$ cat src/rtl/mips_burst_lsu.sv
// Multi-word load/store sequencer: splits one N-word request into N single-word SRAM accesses.
// Latency: word 0 is combinational in the request cycle, then one word per cycle; stall holds the PC until the last word.
// Backpressure: none accepted. req_valid is ignored while busy. Optional MIPS_LSU_STATS_EN adds word and stall counters.
module mips_burst_lsu #(
    parameter int DATA_W    = 32,
    parameter int ADDR_W    = 7,
    parameter int MAX_WORDS = 4,
    parameter int CNT_W     = $clog2(MAX_WORDS + 1)
) (
    input  logic              clk,
    input  logic              rst_n,
    input  logic              req_valid,
    input  logic              req_write,
    input  logic [CNT_W-1:0]  req_words,
    input  logic [31:0]       req_addr,
    input  logic [4:0]        req_rt,
    input  logic [DATA_W-1:0] st_data,
    output logic [4:0]        rf_rd_idx,
    output logic              rf_we,
    output logic [4:0]        rf_wr_idx,
    output logic [DATA_W-1:0] rf_wr_data,
    output logic              stall,
    output logic              busy,
    output logic              err,
    output logic              CEN,
    output logic              WEN,
    output logic              OEN,
    output logic [ADDR_W-1:0] A,
    output logic [DATA_W-1:0] Data2Mem,
    input  logic [DATA_W-1:0] ReadDataMem,
    output logic [31:0]       stat_words,
    output logic [31:0]       stat_stalls
);

    typedef enum logic {IDLE, BURST} state_t;

    localparam logic [CNT_W-1:0] MAX_CNT = CNT_W'(MAX_WORDS);

    state_t             state_q;
    logic [CNT_W-1:0]   cnt_q;
    logic [CNT_W-1:0]   words_q;
    logic [ADDR_W-1:0]  base_q;
    logic [4:0]         rt_q;
    logic               write_q;

    logic [CNT_W-1:0]   w_eff;
    logic               req_take;
    logic               req_act;
    logic               last_word;
    logic [ADDR_W-1:0]  req_base;
    logic               act;
    logic               act_wr;
    logic [4:0]         act_idx;
    logic [ADDR_W-1:0]  act_addr;

    logic unused_addr_bits;
    assign unused_addr_bits = ^req_addr[31:ADDR_W+2];

    // Oversize requests are clamped rather than dropped; err flags it instead.
    assign w_eff     = (req_words > MAX_CNT) ? MAX_CNT : req_words;
    assign req_take  = (state_q == IDLE) && req_valid;
    assign req_act   = req_take && (w_eff != '0);
    assign req_base  = req_addr[ADDR_W+1:2];
    assign last_word = (cnt_q == (words_q - CNT_W'(1)));

    always_comb begin
        act      = 1'b0;
        act_wr   = 1'b0;
        act_idx  = '0;
        act_addr = '0;
        stall    = 1'b0;
        busy     = 1'b0;
        err      = 1'b0;
        if (rst_n) begin
            if (state_q == BURST) begin
                act      = 1'b1;
                act_wr   = write_q;
                act_addr = base_q + ADDR_W'(cnt_q);
                act_idx  = rt_q + 5'(cnt_q);
                stall    = !last_word;
                busy     = 1'b1;
            end else if (req_act) begin
                act      = 1'b1;
                act_wr   = req_write;
                act_addr = req_base;
                act_idx  = req_rt;
                stall    = (w_eff > CNT_W'(1));
            end
            err = req_take && ((req_words > MAX_CNT) ||
                               ((req_words != '0) && (req_addr[1:0] != 2'b00)));
        end
    end

    always_comb begin
        CEN        = 1'b1;
        WEN        = 1'b1;
        OEN        = 1'b1;
        A          = '0;
        Data2Mem   = '0;
        rf_we      = 1'b0;
        rf_wr_idx  = '0;
        rf_wr_data = '0;
        rf_rd_idx  = '0;
        if (act) begin
            CEN = 1'b0;
            A   = act_addr;
            if (act_wr) begin
                WEN       = 1'b0;
                rf_rd_idx = act_idx;
                Data2Mem  = st_data;
            end else begin
                OEN        = 1'b0;
                rf_we      = 1'b1;
                rf_wr_idx  = act_idx;
                rf_wr_data = ReadDataMem;
            end
        end
    end

    always_ff @(posedge clk) begin
        if (!rst_n) begin
            state_q <= IDLE;
            cnt_q   <= '0;
            words_q <= '0;
            base_q  <= '0;
            rt_q    <= '0;
            write_q <= 1'b0;
        end else begin
            case (state_q)
                IDLE: begin
                    if (req_act && (w_eff > CNT_W'(1))) begin
                        state_q <= BURST;
                        cnt_q   <= CNT_W'(1);
                        words_q <= w_eff;
                        base_q  <= req_base;
                        rt_q    <= req_rt;
                        write_q <= req_write;
                    end
                end
                BURST: begin
                    if (last_word) begin
                        state_q <= IDLE;
                        cnt_q   <= '0;
                    end else begin
                        cnt_q <= cnt_q + CNT_W'(1);
                    end
                end
                default: state_q <= IDLE;
            endcase
        end
    end

`ifdef MIPS_LSU_STATS_EN
    logic [31:0] stat_words_q;
    logic [31:0] stat_stalls_q;

    always_ff @(posedge clk) begin
        if (!rst_n) begin
            stat_words_q  <= '0;
            stat_stalls_q <= '0;
        end else begin
            if (!CEN)
                stat_words_q <= stat_words_q + 32'd1;
            if (stall)
                stat_stalls_q <= stat_stalls_q + 32'd1;
        end
    end

    assign stat_words  = stat_words_q;
    assign stat_stalls = stat_stalls_q;
`else
    assign stat_words  = '0;
    assign stat_stalls = '0;
`endif

endmodule

$ cat config.mk
export PLATFORM = sky130hd
export DESIGN_NAME = mips_burst_lsu
export DESIGN_NICKNAME = d
export VERILOG_FILES = /design/src/rtl/mips_burst_lsu.sv
export SDC_FILE = /design/constraint.sdc
export NUM_CORES = 1
export LEC_CHECK = 0
export CAP_MARGIN = 20
export CORE_ASPECT_RATIO = 0.8
export CORE_MARGIN = 1.5
export CORE_UTILIZATION = 26
export CTS_CLUSTER_SIZE = 16
export DETAILED_ROUTE_END_ITERATION = 6
export PLACE_DENSITY = 0.88
export SYNTH_ARGS = -nofsm -noshare
export SYNTH_HDL_FRONTEND = slang
export SYNTH_SLANG_ARGS = --single-unit
export TNS_END_PERCENT = 100
$ cat constraint.sdc
create_clock -name clk -period 2.13 [get_ports clk]
set_input_delay 0.426 -clock clk [delete_from_list [all_inputs] [get_ports clk]]
set_output_delay 0.426 -clock clk [all_outputs]
set_load 0.01 [all_outputs]
Word level (Yosys, flattened, before mapping)
Index checks and enable logic that the tools add are counted.
{"block": "op_classes", "add_sub_neg": 4, "order_cmp": 2, "eq_ne": 2, "mux": 40, "bitwise_logic": 1, "reduce_logical": 11}
{"cell": "32-bit 2-to-1 mux", "count": 4}
{"cell": "5-bit 2-to-1 mux", "count": 7}
{"cell": "7-bit 2-to-1 mux", "count": 4}
{"cell": "1-bit 2-to-1 mux", "count": 20}
{"cell": "3-bit 2-to-1 mux", "count": 3}
{"cell": "7-bit by 3-bit adder with 7-bit output", "count": 1}
{"cell": "3-bit case mux with 2 select lines", "count": 1}
{"cell": "3-bit nonzero test", "count": 2}
{"cell": "5-bit by 3-bit adder with 5-bit output", "count": 1}
{"cell": "1-bit logical AND", "count": 5}
{"cell": "3-bit by 1-bit adder with 3-bit output, second input constant", "count": 1}
{"cell": "3-bit == test", "count": 1}
{"cell": "3-bit by 1-bit greater-than comparator with 1-bit output, second input constant", "count": 1}
{"cell": "3-bit greater-than comparator, second input constant", "count": 1}
{"cell": "3-bit by 1-bit subtractor with 3-bit output, second input constant", "count": 1}
{"cell": "2-bit by 1-bit inequality test with 1-bit output, second input constant", "count": 1}
{"cell": "1-bit case mux with 2 select lines", "count": 1}
{"cell": "2-bit AND reduction", "count": 1}
{"cell": "2-bit nonzero test", "count": 1}
{"cell": "1-bit logical NOT", "count": 1}
{"cell": "1-bit logical OR", "count": 1}
{"cell": "1-bit NOT", "count": 1}
{"block": "totals", "regBits": 20, "inputBits": 108, "output_inout_bits": 152, "elab_cells": 66}

Logic depth before layout (Yosys ltp)
Gate-level depths: netlist of run 1.
{"block": "depth", "depth_word": 9, "mapped_depth": 6, "depth_no_buf": 6}

Least setup slack after synthesis of run 1
OpenSTA, ideal clock, no wires.
{"block": "synth_path", "path_type": "flip-flop to output port", "startpoint": "register cnt_q[0]", "endpoint": "output port rf_wr_idx[4]", "arrival_time_ns": 1.675, "required_ns": 1.704, "slack_ns": 0.029, "stages_incl_launch_ff": 7, "path_buffers": 0, "path_cell_list": "dfxtp_1 > ha_1 > fa_1 > a21o_1 > a21oi_1 > a211oi_1 > nor3b_1"}
{"block": "synth_via", "elab_chain_len": 5}
{"item": "from (decl)", "line": "40", "source": "logic [CNT_W-1:0] cnt_q;"}
{"item": "from (signal assigned)", "line": "145", "source": "cnt_q <= cnt_q + CNT_W'(1);"}
{"item": "5-bit by 3-bit adder with 5-bit output", "line": "79", "source": "act_idx = rt_q + 5'(cnt_q);"}
{"item": "5-bit 2-to-1 mux", "line": "75", "source": "if (state_q == BURST) begin"}
{"item": "5-bit 2-to-1 mux", "line": "74", "source": "if (rst_n) begin"}
{"item": "5-bit 2-to-1 mux", "line": "107", "source": "if (act_wr) begin"}
{"item": "5-bit 2-to-1 mux", "line": "104", "source": "if (act) begin"}
{"item": "to (decl)", "line": "20", "source": "output logic [4:0] rf_wr_idx,"}
No other way between the ends.

Worst setup path in the final report of run 1
Ends and elaborated chain as after synthesis.

==> summary.txt, run 1 <==
Outcome
  • Outcome: complete, but fails checks
  • Violated checks: setup timing

Floorplanning
  • Die X: 110 um
  • Ports: 260
  • Die H: 88.8 um
  • Die Area: 9790 sq um
  • Initial Utilization: 0.266
  • Core area: 9000 sq um
  • Rows: 31

Synth
  • Average size of a mapped cell: 7.43 sq um
  • Main flop type after synthesis: dfxtp_1
  • Mapped cell area: 2390 sq um
  • Yosys Warn Count: 0
  • Async SR Flop Fraction: 0
  • Post-synth EDFFs: 0
  • Share of the yosys chip area belonging to registers: 0.167
  • #FFs+latches synth: 20
  • Synth area leaders: buf_4 20%, and2_1 17%, dfxtp_1 17%
  • Area leader, netlist: buf_4
  • Post-Synthesis Cells: 322
  • Cell with the most instances after synthesis: and2_1
  • Share of the synthesized area in the top cell type: 0.201
  • Post-synthesis cell type count: 44
  • Synth cell count leaders: 66 x and2_1, 64 x buf_4, 37 x nand2_1

Drt
  • DR vias: 2,973
  • Routed Wire Length: 10.6 mm
  • DRT Pass-1 Iters: 4
  • Vias/cell: 4.41
  • DRC: 0
  • DR iter-0 viols: 107
  • Post-DRT Antenna Nets: 0
  • Drt wl/cell: 15.7 um

Placed design
  • Port Buf Inserts: 172
  • Area after DPL: 4280 sq um
  • GP Congestion: 0.809
  • Placed Cells: 636
  • Dpl ws: -0.801 ns
  • Detail Placement HPWL: 6.83 mm

Clock network
  • Clock Tree Buf Depth: 2
  • Root Driver: clkbuf_16
  • H-tree lvl count: 1
  • Cts bufs inserted: 3
  • CTS Hold Buffers Added: 0
  • Clock Pin Slew Worst Setup and Hold Paths: 0.06 ns
  • CTS tree: built
  • Skew-Pair Late Insertion Delay: 0.25 ns
  • Sink Count: 20

Min path
  • Worst Hold Class: flip-flop to flip-flop
  • HP Start: base_q[6]$_SDFFE_PN0P_

Timing
  • RSZ-0062 raised after global routing: yes
  • Worst Skew: 0.00139 ns
  • Maximum clock rate: 413 MHz
  • Period minus WS final: 2.42 ns
  • Part of the cycle the worst path needs: 1.14
  • Final WS setup: -0.294 ns
  • Final hold vios: 0
  • # setup viols final: 47
  • Max Slew Vio Count: 0

Critical path
  • Critical Path RT: 1.70 ns
  • Reg2reg start: words_q[1]$_SDFFE_PN0P_
  • WP buf/inv: 2
  • Worst setup SP type: flip-flop
  • Crit path cell chain: ha_4 -> fa_2 -> a21o_1 -> and4b_1 -> a211oi_2 -> buf_4 -> nor3b_2 -> buf_2
  • Largest stage delay on the critical path: 0.35 ns
  • Crit Path Max Fanout: 2
  • Crit path DAT: 2.00 ns
  • Slowest-stage cell, CP: fa_2
  • Crit. Startpoint: cnt_q[0]$_SDFFE_PN0P_
  • Cell family with most CP delay: adder cells
  • Critical path class: flip-flop to primary output
  • Crit end category: primary output

GRT
  • GRT Util Overall: 0.197
  • Initial antenna violation count: 0
  • Vias in the first global route: 2,957
  • Largest net degree at the start of global routing: 18
  • Gr ovfl total: 0
  • First-pass GRT wire length: 15.0 mm

Pwr
  • Sw Pwr: 598 uW
  • Maximum vdd drop: 0.000250 V
  • Power Density: 359 nW/um^2
  • Comb power frac: 0.561
  • Internal power: 1260 uW
  • Total power: 1860 uW
  • P_leak: 0.00246 uW
  • Seq pwr share: 0.231
  • Power share of the clock group: 0.208
  • Switching part of the total: 0.322

Cells and area
  • Diode count: 0
  • Fraction of layout cells with a size suffix above 1: 0.503
  • Non-Filler Instances: 674
  • NumNets Final: 679
  • Final core area utilization: 0.576
  • Synth-to-Final Area Change: 116%
  • Finished Cell Area: 5180 sq um
  • FF/Latch Area: 412 sq um
  • Fillers: 716
  • Area of the multi-input gates: 1970 sq um

Flow run
  • Max cap viols: 0
## worst min-delay path: stages (launching register included)
cell and delay [ns]:
dfxtp_1 0.32, nand2_1 0.05, a21boi_0 0.07
## stage by stage
| stage | hold slack (ns) | setup TNS [ns] |
|---|---|---|
| after global routing | 0.515 | -6.49 |
| after CTS | 0.466 | -6.21 |
| after detailed placement | 0.460 | -63.34 |
| after floorplan | 0.431 | 0 |
| final | 0.487 | -4.32 |
| after global placement | 0.442 | -62.10 |
## area by class of cell
cell class,count,area share
clock buffers,3,0.0145
inverters,9,0.00845
multi-input cells,277,0.380
flip-flops and latches,20,0.0795
well taps,115,0.0278
repair buffers,250,0.490
## path summary, 6_finish.rpt
check                                               to  slack, ns  depth (start not counted)
worst max-delay path                      rf_wr_idx[4]      -0.29                          8
worst min-delay path            base_q[6]$_SDFFE_PN0P_       0.49                          2
worst max register to register   cnt_q[1]$_SDFFE_PN0P_       0.44                          8
worst min register to register  base_q[6]$_SDFFE_PN0P_       0.49                          2
## routing by layer
metal	global-route usage	share of wire	vias up
met4	0.0583	0.014	0
met3	0.0265	0.046	12
met5	0	0	-
met2	0.352	0.55	124
li1	-	-	1400
met1	0.246	0.39	1437
## placed cells by master, fill, tap and decap left out, types with 8 or more instances in the layout
master,Yosys,layout
buf_6,4,87
clkdlybuf4s50_1,0,78
conb_1,1,64
and2_4,0,63
buf_4,64,43
nand2_1,37,34
buf_2,2,22
a21boi_0,14,14
dfxtp_1,20,13
buf_12,0,9
nand3_1,10,8
## registers in the layout, indices dropped and copies added, names as in the netlist
| signal | count |
|---|---|
| base_q | 7 |
| rt_q | 5 |
| cnt_q | 3 |
| words_q | 3 |
| state_q | 1 |
| write_q | 1 |
## cells by family after synthesis
family,share of synthesized area
simple gates,0.328
buf+inv,0.253
compound gates,0.159
flops,0.167
fa+ha+maj,0.0585
xor+xnor,0.0329
other cells,0.00157
## timing repair
action	4_1_cts	5_1_grt
resized for setup	531	57
endpoints found under the setup margin	88	83
pin swaps	75	31
hold endpoints to repair	0	0
setup buffers	31	7
gates cloned	8	0
## power by group through the flow
stage | combinational, uW | sequential [uW] | clock (uW)
floorplan | 405 | 429 | 0
detailed placement | 763 | 428 | 0
global placement | 749 | 425 | 0
finish | 1040 | 430 | 387
CTS | 1000 | 427 | 384
global route | 1110 | 432 | 404
No activity file was read; power rests on OpenSTA's default activity.
==> run 2: changes to the inputs <==
Settings changed: CORE_MARGIN 1.5 to unset.
==> run 2 against run 1 <==
The flow still finishes with violations (setup timing). Sequential share of layout area up 1.0 points. Global-route usage decreased by 0.35 points. Die area fell by 2.0%. Non-clock buffer count decreased by 15. Via count fell by 1.6%. Clock skew barely moved. Critical path depth stayed put. Worst hold slack worse by 0.013 ns. Combinational power is 13% lower. Power grew 0.17%.
==> summary.txt, run 2 (same netlist as run 1, synthesis figures left out) <==
Outcome
  • Outcome: complete, but fails checks
  • Violated checks: setup timing

GRT
  • Gr busiest metal: met2
  • First-pass GRT wire length: 14.2 mm (-5.4%)
  • Gr ovfl total: 0 (unchanged)
  • M3 GR Usage: 0.0372 (+0.0107)
  • GRT Util Overall: 0.194 (-0.00353)
  • Largest net degree at the start of global routing: 18 (unchanged)
  • Initial antenna violation count: 0 (unchanged)
  • Met1 Use GR: 0.242 (-0.00447)
  • Vias in the first global route: 2,701 (-8.7%)
  • Met2 GRT Util: 0.339 (-0.0134)

Placed design
  • Dpl ws: -0.790 ns (+0.0109 ns)
  • Detail Placement HPWL: 7.13 mm (+4.4%)
  • Port Buf Inserts: 172 (unchanged)
  • Area after DPL: 4180 sq um (-2.4%)
  • GP Congestion: 0.830 (+2.6%)

Timing
  • Maximum clock rate: 428 MHz (+3.7%)
  • Fin Setup TNS: -2.08 ns (+2.24 ns)
  • Worst Skew: 0.00169 ns (+0.000305 ns)
  • Slew headroom: 0.606
  • Final hold vios: 0 (unchanged)
  • Max Slew Vio Count: 0 (unchanged)
  • # setup viols final: 32 (-32%)
  • RSZ-0062 raised after global routing: yes
  • Final WS setup: -0.208 ns (+0.0860 ns)
  • Period minus WS final: 2.34 ns (-0.0860 ns)
  • Measured slew at the worst slew-check pin: 0.588 ns
  • Part of the cycle the worst path needs: 1.10 (-0.0404)

Cells and area
  • Commonest non-fill, non-tap cell in the layout: clkdlybuf4s50_1
  • Synth-to-Final Area Change: 91.4%
  • Fraction of layout cells with a size suffix above 1: 0.394 (-0.109)
  • Largest register by flop count: base_q
  • Largest register FFs: 7 (unchanged)
  • Finished Cell Area: 4580 sq um (-12%)
  • Top Registers: base_q: 7 flops, rt_q: 5 flops
  • Commonest non-fill, non-tap cells in the layout: 78 x clkdlybuf4s50_1, 64 x conb_1, 59 x buf_2
  • Final core area utilization: 0.526 (-0.0496)
  • Diode count: 0 (unchanged)
  • NumNets Final: 667 (-1.8%)

Drt
  • Routed Wire Length: 10.6 mm (about the same)
  • Vias/cell: 4.43 (+0.44%)
  • Drt wl/cell: 16.1 um (+2.2%)
  • DRC: 0 (unchanged)
  • Post-DRT Antenna Nets: 0 (unchanged)
  • DR iter-0 viols: 157 (+47%)
  • DRT Pass-1 Iters: 4 (unchanged)
  • DR vias: 2,924 (-1.6%)

Critical path
  • Crit end category: primary output
  • Crit path DAT: 1.91 ns (-0.09 ns)
  • Worst flop-to-flop path endpoint: cnt_q[0]$_SDFFE_PN0P_
  • Critical path class: flip-flop to primary output
  • Crit Path Max Fanout: 2 (unchanged)
  • Critical Path RT: 1.70 ns (about the same)
  • Setup slack, reg-to-reg: -0.07 ns (-0.51 ns)
  • R2R cell count: 12 (+4)
  • Reg2reg start: words_q[1]$_SDFFE_PN0P_
  • Worst setup SP type: flip-flop

Clock network
  • CTS Hold Buffers Added: 0 (unchanged)
  • H-tree lvl count: 1 (unchanged)
  • Skew-Pair Late Insertion Delay: 0.26 ns (about the same)
  • Clock Tree Buf Depth: 2 (unchanged)
  • Sink Count: 20 (unchanged)
  • CTS tree: built
  • Cts bufs inserted: 3 (unchanged)
  • Clock Pin Slew Worst Setup and Hold Paths: 0.06 ns (about the same)
  • Root Driver: clkbuf_16

Pwr
  • Maximum vdd drop: 0.000313 V (+25%)
  • Total power: 1860 uW (+0.17%)
  • Power Density: 407 nW/um^2 (+13%)
  • P_leak: 0.00228 uW (-7.1%)

Min path
  • Hold depth: 2 (unchanged)
  • Hold path endpoint: rt_q[4]$_SDFFE_PN0P_
  • HP Start: rt_q[4]$_SDFFE_PN0P_
  • Worst Hold Class: flip-flop to flip-flop

Floorplanning
  • Die H: 87.8 um (-1.1%)
  • Ports: 260 (unchanged)
  • Core area: 8710 sq um (-3.2%)
  • Rows: 30 (-3.2%)
  • Initial Utilization: 0.275 (+0.00887)
  • Die X: 109 um (-0.91%)
  • Die Area: 9600 sq um (-2.0%)

Flow run
  • Max cap viols: 0 (unchanged)
run 2: area by class of cell:
type | count | area, sq um
fillers | 784 | 4130
repair buffers | 235 | 1970
clock inverters | 1 | 30.0
multi-input cells | 280 | 1920
well taps | 112 | 140
inverters | 9 | 33.8
flip-flops and latches | 20 | 412
clock buffers | 3 | 75.1
run 2: how the worst max path moves through the flow:
stage | from | to | slack, ns | cells past startpoint
after floorplan | cnt_q[0]$_SDFFE_PN0P_ | rf_wr_idx[4] | 0.03 | 6
after global placement | req_words[1] | Data2Mem[28] | -0.73 | 7
after detailed placement | req_words[1] | rf_wr_idx[0] | -0.79 | 7
after CTS | cnt_q[0]$_SDFFE_PN0P_ | rf_wr_idx[4] | -0.25 | 7
after global routing | cnt_q[0]$_SDFFE_PN0P_ | A[6] | -0.29 | 8
final | cnt_q[0]$_SDFFE_PN0P_ | A[6] | -0.21 | 8
run 2: critical path, stage by stage, from the launching register on:
cell and delay, ns:
dfxtp_2 0.34, buf_6 0.12, ha_4 0.15, fa_2 0.35
a21oi_2 0.15, nand4b_1 0.14, xor2_1 0.16, o21ai_1 0.07
buf_2 0.14
run 2: report_power, final:
group          internal [uW]  switching [uW]  leakage (uW)
clock network            373             154     0.0000511
logic                    493             411       0.00207
registers                402            29.2      0.000167
total                   1270             594       0.00228
run 2: metrics by stage:
| stage | hold WS (ns) | instances |
|---|---|---|
| floorplan | 0.431 | 385 |
| global placement | 0.448 | 625 |
| detailed placement | 0.451 | 625 |
| CTS | 0.460 | 655 |
| global route | 0.495 | 660 |
| finish | 0.475 | 660 |
run 2: layer usage:
layer,share of wire,vias to the layer above
met5,0,-
met4,0.018,0
met3,0.066,19
met2,0.51,139
met1,0.40,1384
li1,-,1382
run 2: repair_timing:
item	4_1_cts	5_1_grt
pin swaps	36	24
endpoints found under the setup margin	88	62
gates cloned	4	0
setup buffers	23	5
gates resized for setup	392	56
==> RTL change 1, RTL diff (settings of run 1) <==
The parameter `ADDR_W` goes from 7 to 6.
--- a/src/rtl/mips_burst_lsu.sv
+++ b/src/rtl/mips_burst_lsu.sv
@@ -5,3 +5,3 @@
     parameter int DATA_W    = 32,
-    parameter int ADDR_W    = 7,
+    parameter int ADDR_W    = 6,
     parameter int MAX_WORDS = 4,
Interface: changed (resized A); port bits go from 260 to 259. The function was not compared with the original's and may differ.
==> RTL change 1 against run 1 <==
- the flow still finishes with violations (negative setup slack)
- via count down 3.3%
- worst setup slack worse by 0.025 ns
- cell count down 2.4%
- synthesized cell count down 2.8%
- sequential share of layout area down 0.30 points
- area after synthesis down 2.7%
- cell area down 1.1%
- global-route usage up 0.24 points
- wire length down 3.1%
- power down 7.5%
- sequential cell count down 1
- sequential power down 4.7%
==> RTL change 1: results <==
export IMPL_status="finished with violations"
export IMPL_violations="negative setup slack"
export IMPL_port_buffers=170
export IMPL_antenna_found_initial=0
export IMPL_routed_wl_um=10300
export IMPL_drive_gt1_share_pct=50.9
export IMPL_place_gp_congestion=0.874
export IMPL_finClkSkew_ns=0.00434
export IMPL_n_fill_cell=721
export IMPL_p_sw_share_pct=34.0
export IMPL_power_leakage_nw=2.43
export IMPL_setup_viol=82
export IMPL_r2r_end="cnt_q[0]"
export IMPL_cts_root_buf="clkbuf_8"
export IMPL_timing_hold_ws_ns=0.482
export IMPL_reg2regPathDepth=9
export IMPL_grt_pass1_wl_um=14700
export IMPL_rrSetupSlack_ns=0.51
export IMPL_grt_util_all_layers_pct=19.9
export IMPL_peakVddDrop_v=0.000319
export IMPL_yosysUniqueCellTypes=40
export IMPL_pg_clk_w=0.000261
export IMPL_dp_hpwl_um=6980
export IMPL_drt_iter0_drc=130
export IMPL_clkTransAtPathRegs_ns=0.08
export IMPL_hp_start="base_q[5]"
export IMPL_r2r_start="words_q[0]"
export IMPL_synth_common_cells="buf_4 (64), and2_1 (40), nand2_1 (38)"
export IMPL_placed_area_um2=4190
export IMPL_worstHoldEndpoint="base_q[5]"
export IMPL_vias_per_cell=4.37
export IMPL_reg_top3="base_q: 6 flops, rt_q: 5 flops"
export IMPL_ys_seq_area_share_pct=16.3
export IMPL_pg_seq_w=0.000410
export IMPL_finalWorstSetupSlack_ns=-0.319
export IMPL_synth_area_leaders="buf_4 (21%), dfxtp_1 (16%), and2_1 (11%)"
export IMPL_first_global_vias=2797
export IMPL_cts_buffer_depth=2
export IMPL_worst_ep_arrival_time_ns=2.02
## RTL change 1: cell types whose count changed in the layout (fill, tap and decap cells not counted), sizes merged, moves of 2 or more
cell / delta
o21ai: -2
a21boi: -13
o22ai: +2
nor2: +4
and3: -2
a21oi: +13
nand3: -3
buf: -3
nor2b: -3
a211oi: +2
inv: -3
## RTL change 1: routing by layer
metal / wire length [um] / GRT usage (%) / part of all wire (%) / up-vias
met5: 0 / 0 / 0 / -
met4: 161 / 4.43 / 1.6 / 0
met3: 580 / 3.27 / 5.6 / 14
met2: 5740 / 38.9 / 56 / 118
met1: 3790 / 22.7 / 37 / 1383
li1: - / - / - / 1361
## RTL change 1: through the flow
stage                     cells  util (%)  setup WS [ns]  setup TNS (ns)  total power, W
after CTS                   656      58.7         -0.372          -14.89         0.00169
after global placement      618      48.7         -0.829          -62.98         0.00115
after global routing        658      59.6         -0.426          -16.57         0.00181
final                       658      59.6         -0.319          -13.08         0.00172
after detailed placement    618      48.7         -0.838          -64.13         0.00117
after floorplan             376         -       -0.00146        -0.00146        0.000816
## RTL change 1: repair_timing
action | in CTS | in global routing
endpoints found under the setup margin | 87 | 83
pin swaps | 76 | 42
setup buffers | 28 | 10
cloned | 8 | 0
resized for setup | 538 | 33
endpoints found under the hold margin | 0 | 0
## RTL change 1: cells by family after synthesis
family / share of synthesized area, %
AO/OA/AOI/OAI: 13.7
XOR/XNOR: 3.01
flip-flops: 16.3
other: 0.161
adder cells (fa/ha/maj): 6.02
AND/OR/NAND/NOR: 35.0
buffers and inverters: 25.7
## RTL change 1: cell type report
class	count	share of cell area, %
Timing Repair Buffer	246	51.0
Multi-Input combinational cell	271	37.1
Sequential cell	19	7.64
Tap cell	112	2.74
Clock buffer	4	0.879
Inverter	6	0.684
==> RTL change 2, RTL diff (config.mk and constraints of run 1) <==
Made on the original files. Register the output `err`, without a reset; this adds one clock of latency there. The other outputs are not delayed to match.
--- a/src/rtl/mips_burst_lsu.sv
+++ b/src/rtl/mips_burst_lsu.sv
@@ -38,2 +38,4 @@
 
+    logic err_d;
+
     state_t             state_q;
@@ -72,3 +74,3 @@
         busy     = 1'b0;
-        err      = 1'b0;
+        err_d    = 1'b0;
         if (rst_n) begin
@@ -88,3 +90,3 @@
             end
-            err = req_take && ((req_words > MAX_CNT) ||
+            err_d = req_take && ((req_words > MAX_CNT) ||
                                ((req_words != '0) && (req_addr[1:0] != 2'b00)));
@@ -175,2 +177,6 @@
 
+    always_ff @(posedge clk) begin
+        err <= err_d;
+    end
+
 endmodule
Function: changed (Yosys sat finds a counterexample within 4 cycles, from zero or initial values and one cycle with rst_n low).
==> RTL change 2 against run 1 <==
- the flow finishes with violations (design-rule violations, negative setup slack)
- first-iteration DRC count is 18% higher
- power fell by 3.0%
- cell area down 7.3%
- register-to-register slack got worse by 0.33 ns
- core utilization decreased by 5.1 points
- worst hold slack worse by 0.025 ns
- sequential cell count is 1 higher
- worst setup slack better by 0.057 ns
- cell count fell by 2.1%
- via count down 4.2%
- area after synthesis up 3.7%
- largest cell class unchanged
- wire length decreased by 5.1%
==> RTL change 2: results <==
export IMPL_n_fill_cell=854
export IMPL_met3WireLength_um=577
export IMPL_vias_per_cell=4.32
export IMPL_r2r_start="words_q[0]"
export IMPL_power_switching_w=0.000594
export IMPL_startpoint="cnt_q[0]"
export IMPL_drt_iter0_drc=126
export IMPL_hold_path_class="in2reg"
export IMPL_dp_worst_setup_slack_ns=-0.822
export IMPL_r2r_end="cnt_q[2]"
export IMPL_grt_max_degree=21
export IMPL_synth_area_leaders="buf_4 (19%), dfxtp_1 (17%), and2_1 (10%)"
export IMPL_finClkSkew_ns=0.00649
export IMPL_drive_gt1_share_pct=45.0
export IMPL_cp_endpoint="rf_rd_idx[4]"
export IMPL_worst_ep_arrival_time_ns=1.94
export IMPL_cts_resized=459
export IMPL_rrSetupSlack_ns=0.11
export IMPL_drc=10
export IMPL_post_cts_buffers=22
export IMPL_violations="design-rule violations, negative setup slack"
export IMPL_use_met3_pct=4.09
export IMPL_met2_usage_pct=34.5
export IMPL_final_nets=664
export IMPL_status="finished with violations"
export IMPL_routed_wl_met2_um=5360
export IMPL_setup_viol=17
export IMPL_seqPwrFrac_pct=25.1
export IMPL_grt_util_all_layers_pct=18.4
export IMPL_dp_hpwl_um=7260
export IMPL_yosysUniqueCellTypes=47
export IMPL_ys_seq_area_share_pct=16.9
export IMPL_wl_met1_um=4010
export IMPL_finalWorstSetupSlack_ns=-0.236
export IMPL_pwr_share_comb_pct=52.4
export IMPL_place_gp_congestion=0.860
export IMPL_grt_pass1_wl_um=15100
export IMPL_synth_common_cells="buf_4 (64), and2_1 (40), nand2_1 (37)"
-- RTL change 2: cell count changes in the layout (fill, tap and decap cells not counted), moves of 3 or more --
| cell | delta |
|---|---|
| buf_2 | +24 |
| o21a_4 | +5 |
| buf_12 | -7 |
| buf_6 | -35 |
| and2_1 | +29 |
| and2_4 | -29 |
| inv_2 | +3 |
-- RTL change 2: cells by family after synthesis --
| group | after synthesis | synth area share, % |
|---|---|---|
| adder cells (fa/ha/maj) | 10 | 5.65 |
| other | 1 | 0.151 |
| XOR/XNOR | 9 | 3.18 |
| buffers and inverters | 88 | 24.4 |
| AND/OR/NAND/NOR | 143 | 34.4 |
| AO/OA/AOI/OAI | 51 | 15.3 |
| flip-flops | 21 | 16.9 |
-- RTL change 2: worst min-delay path by stage --
stage                      start         end  slack [ns]  cells after the start
floorplan             words_q[1]  words_q[1]        0.43                      2
global placement      words_q[1]  words_q[1]        0.45                      2
detailed placement    words_q[1]  words_q[1]        0.45                      2
CTS                   words_q[1]  words_q[1]        0.46                      2
global route           base_q[2]   base_q[2]        0.49                      2
finish              req_words[0]         err        0.46                      3
-- RTL change 2: layout make-up --
type                            count  area share [%]
Multi-Input combinational cell    282            42.7
Tap cell                          115            3.00
Timing Repair Buffer              229            42.7
Inverter                            9           0.964
Sequential cell                    21            8.99
Clock buffer                        4            1.64
-- RTL change 2: per-stage QoR --
stage | utilization, % | cell area (um^2) | instances
6_report | 52.5 | 4800 | 660
3_5_place_dp | 46.5 | 4250 | 626
4_1_cts | 50.5 | 4620 | 658
5_1_grt | 52.5 | 4800 | 660
3_3_place_gp | 46.5 | 4250 | 626
2_1_floorplan | - | 2720 | 386
